$ cat config.mk
export PLATFORM = sky130hd
export DESIGN_NAME = isp8_intr_ctrl
export DESIGN_NICKNAME = d
export VERILOG_FILES = /design/src/rtl/isp8_intr_ctrl.sv
export SDC_FILE = /design/constraint.sdc
export NUM_CORES = 1
export LEC_CHECK = 0
export CORE_MARGIN = 10
export CORE_UTILIZATION = 45
export CTS_CLUSTER_DIAMETER = 40
export DETAILED_ROUTE_END_ITERATION = 16
export GPL_TIMING_DRIVEN = 0
export PLACE_DENSITY = 0.74
export SLEW_MARGIN = 20
export SYNTH_ARGS = -nofsm -noshare
export SYNTH_HDL_FRONTEND = slang
export SYNTH_SLANG_ARGS = --single-unit
$ cat constraint.sdc
create_clock -name clk -period 2.2 [get_ports clk]
set_clock_uncertainty 0.1 [all_clocks]
set_input_delay 0.44 -clock clk [delete_from_list [all_inputs] [get_ports clk]]
set_output_delay 0.44 -clock clk [all_outputs]
set_load 0.005 [all_outputs]
$ cat src/rtl/isp8_intr_ctrl.sv
// ---------------------------------------------------------------------------
// isp8_intr_ctrl
//   Interrupt controller for the isp8 I/O bus. Collects NUM_SRC peripheral
//   requests, each edge- or level-triggered and individually maskable.
//   Presents one prioritised request (bit 0 highest) on intr, exposes a
//   readable vector, and waits for an EOI write before re-requesting.
//
//   Register map (ext_addr[1:0], base decoded on ext_addr[15:2]):
//     0 PENDING  R/W1C (level-mode bits follow the source, W1C ignored)
//     1 MASK     RW, 1 = enabled
//     2 VECTOR   R {any_active, 4'b0, idx[2:0]}; any write = EOI
//     3 EDGECFG  RW, 1 = rising edge, 0 = level
//
//   Ports:
//     clk, rst            clock (rising edge), synchronous active-high reset
//     ext_addr[15:0]      core I/O address
//     ext_addr_cyc        address-cycle qualifier
//     ext_io_dout[7:0]    core write data
//     ext_io_wr/rd        core I/O write / read strobes
//     io_rdata[7:0]       read data, 0 when not read-selected (OR-mergeable)
//     intr                registered interrupt request to the core
//     intr_ack            one-cycle acknowledge from the core
//     irq_src[NUM_SRC]    peripheral request lines
//
//   Build option:
//     ISP8_INTC_SYNC_EN   defined   -> 2-flop synchroniser on every irq_src bit
//                         undefined -> irq_src used directly (must be
//                                      clk-synchronous)
// ---------------------------------------------------------------------------
module isp8_intr_ctrl #(
  parameter int          NUM_SRC   = 8,
  parameter logic [15:0] BASE_ADDR = 16'h0010
) (
  input  logic               clk,
  input  logic               rst,
  input  logic [15:0]        ext_addr,
  input  logic               ext_addr_cyc,
  input  logic [7:0]         ext_io_dout,
  input  logic               ext_io_wr,
  input  logic               ext_io_rd,
  output logic [7:0]         io_rdata,
  output logic               intr,
  input  logic               intr_ack,
  input  logic [NUM_SRC-1:0] irq_src
);

  typedef enum logic [1:0] {
    IDLE = 2'd0,
    REQ  = 2'd1,
    SVC  = 2'd2
  } state_t;

  state_t state_reg, state_next;

  logic [NUM_SRC-1:0] pending_reg, pending_next;
  logic [NUM_SRC-1:0] mask_reg;
  logic [NUM_SRC-1:0] edgecfg_reg;
  logic [NUM_SRC-1:0] prev_reg;
  logic [2:0]         vec_reg, vec_next;

  logic [NUM_SRC-1:0] s;
  logic [NUM_SRC-1:0] rise;
  logic [NUM_SRC-1:0] w1c;
  logic [NUM_SRC-1:0] edge_pending;
  logic [NUM_SRC-1:0] active;

  // 8-bit views of the NUM_SRC-wide registers; unimplemented bits read 0.
  logic [7:0] pending8, mask8, edgecfg8, active8;

  logic       sel, wr, rd;
  logic       wr_pending, wr_mask, wr_eoi, wr_edgecfg;
  logic       any_active;
  logic [2:0] idx;
  logic [2:0] vec_idx;

  // ---------------------------------------------------------------------
  // Bus decode
  // ---------------------------------------------------------------------
  assign sel = ext_addr_cyc && (ext_addr[15:2] == BASE_ADDR[15:2]);
  assign wr  = sel && ext_io_wr;
  assign rd  = sel && ext_io_rd;

  assign wr_pending = wr && (ext_addr[1:0] == 2'd0);
  assign wr_mask    = wr && (ext_addr[1:0] == 2'd1);
  assign wr_eoi     = wr && (ext_addr[1:0] == 2'd2);
  assign wr_edgecfg = wr && (ext_addr[1:0] == 2'd3);

  // ---------------------------------------------------------------------
  // Source conditioning
  // ---------------------------------------------------------------------
`ifdef ISP8_INTC_SYNC_EN
  logic [NUM_SRC-1:0] sync1_reg, sync2_reg;

  always_ff @(posedge clk) begin
    if (rst) begin
      sync1_reg <= '0;
      sync2_reg <= '0;
    end else begin
      sync1_reg <= irq_src;
      sync2_reg <= sync1_reg;
    end
  end

  assign s = sync2_reg;
`else
  assign s = irq_src;
`endif

  always_ff @(posedge clk) begin
    if (rst) begin
      prev_reg <= '0;
    end else begin
      prev_reg <= s;
    end
  end

  assign rise = s & ~prev_reg;
  assign w1c  = wr_pending ? ext_io_dout[NUM_SRC-1:0] : '0;

  // Clear first, then OR in the new edge: a same-cycle edge beats W1C.
  assign edge_pending = (pending_reg & ~w1c) | rise;

  // Level-mode bits simply track the conditioned source.
  assign pending_next = (edgecfg_reg & edge_pending) | (~edgecfg_reg & s);

  assign active     = pending_reg & mask_reg;
  assign any_active = |active;

  // ---------------------------------------------------------------------
  // Register file
  // ---------------------------------------------------------------------
  always_ff @(posedge clk) begin
    if (rst) begin
      pending_reg <= '0;
      mask_reg    <= '0;
      edgecfg_reg <= '1;
    end else begin
      pending_reg <= pending_next;
      if (wr_mask) begin
        mask_reg <= ext_io_dout[NUM_SRC-1:0];
      end
      if (wr_edgecfg) begin
        edgecfg_reg <= ext_io_dout[NUM_SRC-1:0];
      end
    end
  end

  generate
    for (genvar gi = 0; gi < 8; gi++) begin : g_pad
      if (gi < NUM_SRC) begin : g_impl
        assign pending8[gi] = pending_reg[gi];
        assign mask8[gi]    = mask_reg[gi];
        assign edgecfg8[gi] = edgecfg_reg[gi];
        assign active8[gi]  = active[gi];
      end else begin : g_unimpl
        assign pending8[gi] = 1'b0;
        assign mask8[gi]    = 1'b0;
        assign edgecfg8[gi] = 1'b0;
        assign active8[gi]  = 1'b0;
      end
    end
  endgenerate

  // Lowest-numbered active source wins; scan from the top so bit 0 lands last.
  always_comb begin
    idx = 3'd0;
    for (int i = 7; i >= 0; i--) begin
      if (active8[i]) begin
        idx = 3'(i);
      end
    end
  end

  // ---------------------------------------------------------------------
  // Request / service FSM
  // ---------------------------------------------------------------------
  always_ff @(posedge clk) begin
    if (rst) begin
      state_reg <= IDLE;
      vec_reg   <= 3'd0;
    end else begin
      state_reg <= state_next;
      vec_reg   <= vec_next;
    end
  end

  always_comb begin
    state_next = state_reg;
    vec_next   = vec_reg;
    case (state_reg)
      IDLE: begin
        if (any_active) begin
          state_next = REQ;
        end
      end
      REQ: begin
        // An ack always completes the handshake, even if the source was
        // cleared in the same cycle; the core already committed to service.
        if (intr_ack) begin
          state_next = SVC;
          vec_next   = idx;
        end else if (!any_active) begin
          state_next = IDLE;
        end
      end
      SVC: begin
        if (wr_eoi) begin
          state_next = IDLE;
        end
      end
      default: begin
        state_next = IDLE;
      end
    endcase
  end

  assign intr = (state_reg == REQ);

  // ---------------------------------------------------------------------
  // Read mux
  // ---------------------------------------------------------------------
  assign vec_idx = (state_reg == SVC) ? vec_reg : idx;

  always_comb begin
    io_rdata = 8'h00;
    if (rd) begin
      case (ext_addr[1:0])
        2'd0:    io_rdata = pending8;
        2'd1:    io_rdata = mask8;
        2'd2:    io_rdata = {any_active, 4'b0000, vec_idx};
        default: io_rdata = edgecfg8;
      endcase
    end
  end

endmodule
==> impl_results.md <==
- Largest net degree at the start of global routing: 11
- Switching share of power: approximately 24%
- Die Area: around 7000 µm²
- Synth-to-Final Area Change: 41.7%
- Register area share after synthesis: 40.4%
- Die Height: 83.8 µm
- Via density: around 5.5
- Setup_tns: -0.430 ns
- Tot GR Track Use: about 15%
- Max cap viols: 0
- Synth cell types: 36
- Gr ovfl total: 0
- Chip Width: approximately 84 µm
- CP endpoint kind: flop
- Synth area leader: dfxtp_1
- Pre-antenna DRT Iters: 4
- Mapped Avg Cell Area: 8.52 µm²
- Post-route DRC: 0
- Initial core utilization: 46.1%
- Post-synthesis register bit count: 37
- Hold Path Cell Cnt: 2
- DR WL/cell: between 15 and 20 µm
- Worst Hold Launch: vec_reg[2]
- CP max FO: 4
- Top post-synthesis cells by area: dfxtp_1 40%, mux2i_1 7.7%, a211oi_1 5.7%
- Post-Syn Area: 1830 µm²
- Flop pwr share: a little over half
- Most used DFF post-synth: dfxtp_1
- Reg2Reg Launch Point: mask8[6]
- Worst r2r dst: vec_reg[1]
- Fmax: about 0.43 GHz
- Worst min path class: reg -> reg
- EDFF count, synth: 0
- Final worst path period share: 107%
- First-pass GRT wire length: ~8900 µm
- Logic gate share of total power: roughly an eighth
- CTS tree: built
- Pwr Density: about 510 nW/µm²
- Most common cell after layout, fill and taps aside: dfxtp_1
- Maximum VDD drop: 0.000414 V
- Worst path slowest cell: a222oi_1
- Final core utilization: 65.4%
- NetSw: 0.321 mW
- Worst r2r path cells: 12
- Cts hold-fix bufs: 0
- Num Clock Sinks: 37
- Slew @ Worst Pin: about 0.60 ns
- RSZ-0062 raised after global routing: yes
- Reg2reg setup slack: -0.15 ns
- Initial antenna violation count: 0
- ANT nets after route: 0
- Cell with the most instances on the worst path: buf_4
- Synth top area share: 40.4%
- Final Hold Fails: 0
- Top-level I/O count: 47
- Failing checks: negative setup slack
- Outcome: finished with violations
- Core Area: between 3000 and 4000 µm²
- Worst skew pair latency: about 0.29 ns
- Setup ws final: -0.152 ns
- DP Wirelength: 3760 µm
- # H-tree levels: 2
- Critical Path Source Type: flop
- Slew Limit Fails: 0
- Clk pwr share: 33.4%
- Vias in the first global route: 1,820
- Static Leakage: between 1 and 1.5 nW
- Post-layout nets: 315
- Ys async rst share: 0%
- Internal: 1.01 mW
- Max incr delay on CP: 0.40 ns
- Crit. Startpoint: mask8[6]
- WP data required: 2.25 ns
- Slew margin rel.: between 60% and 70%
- Clock Path Buffers: 2
- Final min period: 2.35 ns
- TritonCTS buffer count: 5
- Setup violations, final: 4
- Post-Synthesis Cells: ~220
- Critical Path, Cell by Cell: a22o_1, a222oi_1, a221oi_2, buf_4, buf_4, buf_4, buf_4, buf_4, buf_4, buf_4, nand3_2, a21oi_1
- Min-Delay Endpoint: vec_reg[2]
- Worst-path clk slew: 0.06 ns
- Ys Warns: 0
- Syn_nets: 253
- Layout cells sized above 1: 24.1%
- Diode count: 0
- RePlAce Congestion: between 0.9 and 1
- CTS root buf: clkbuf_8
- Port Buffer Count: 43
- DR iter-0 viols: 170
- Most frequent cells in the layout: 31 x dfxtp_1, 24 x nand2_1, 23 x nor2_1, 20 x clkdlybuf4s50_1, 14 x mux2i_1
- Crit Path Class: reg -> reg
- Worst EP arrival: 2.40 ns
- DR vias: 1,795
- Row count: 23
- Post-Route WL: approximately 5300 µm
[metrics by stage]
step / area [µm²] / hold WS, ns / worst slack [ns] / std cells / power (mW)
floorplan: 1830 / 0.337 / 0.245 / 215 / 0.801
global placement: 2320 / 0.347 / -0.965 / 308 / 0.887
detailed placement: 2320 / 0.358 / -0.948 / 308 / 0.890
CTS: 2560 / 0.369 / -0.110 / 327 / 1.34
global route: 2600 / 0.397 / -0.199 / 328 / 1.40
finish: 2600 / 0.367 / -0.152 / 328 / 1.33
[layer usage]
layer  track usage [%]  routed length (µm)  vias up
met3              4.59                 328       16
met5                 0                   0        -
met2              23.8                2380       69
met1              20.0                2530      823
met4              4.72                 107        0
li1                  -                   -      887
[cells in the mapped netlist (2+ instances only)]
library cell	instances
clkbuf_1	3
mux2i_1	14
a211oi_1	14
mux2_2	2
a31oi_1	2
nor3_1	3
nor4b_1	2
nand2b_1	2
a22o_1	2
a211o_1	8
a221oi_1	2
o21ai_0	2
nand2_1	26
buf_1	2
nor4_1	2
inv_1	10
nand3_1	3
buf_6	2
dfxtp_1	37
a21oi_1	11
buf_2	5
nor2b_1	13
a21o_1	8
nand3b_1	2
nor2_1	27
[worst max-delay path: cells and delay by family, from the launching register on]
kind | cells | cell delay, ns
buffers and inverters | 7 | 0.88
AND/OR/NAND/NOR | 1 | 0.07
AO/OA/AOI/OAI | 4 | 0.81
flip-flops | 1 | 0.34
[worst max path at each step]
stage | to | depth (start not counted)
finish | vec_reg[1] | 12
global route | io_rdata[2] | 6
CTS | io_rdata[1] | 6
detailed placement | io_rdata[0] | 6
global placement | io_rdata[0] | 6
floorplan | io_rdata[0] | 4
[what timing repair did]
action | CTS | global route
setup buffers | 11 | 1
endpoints found under the setup margin | 8 | 10
pin swaps | 14 | 5
gates resized for setup | 71 | 17
[kinds of logic after synthesis]
| kind of cell | share of synthesized area (%) |
|---|---|
| simple gates | 23.1 |
| mux | 8.88 |
| flops | 40.4 |
| buf+inv | 5.67 |
| compound gates | 21.9 |
[power by group through the flow]
stage,clock [mW],sequential (mW),combinational (mW)
floorplan,0,0.720,0.0808
global placement,0,0.724,0.162
detailed placement,0,0.725,0.164
CTS,0.464,0.710,0.171
global route,0.492,0.715,0.192
finish,0.445,0.713,0.174
[final cells by class]
class,instances,area [µm²]
fillers,340,1380
multi-input cells,156,1130
flip-flops and latches,37,751
repair buffers,55,465
clock buffers,8,80.1
plain buffers,12,68.8
well taps,50,62.6
inverters,10,37.5
(Power assumes the default switching activity.)
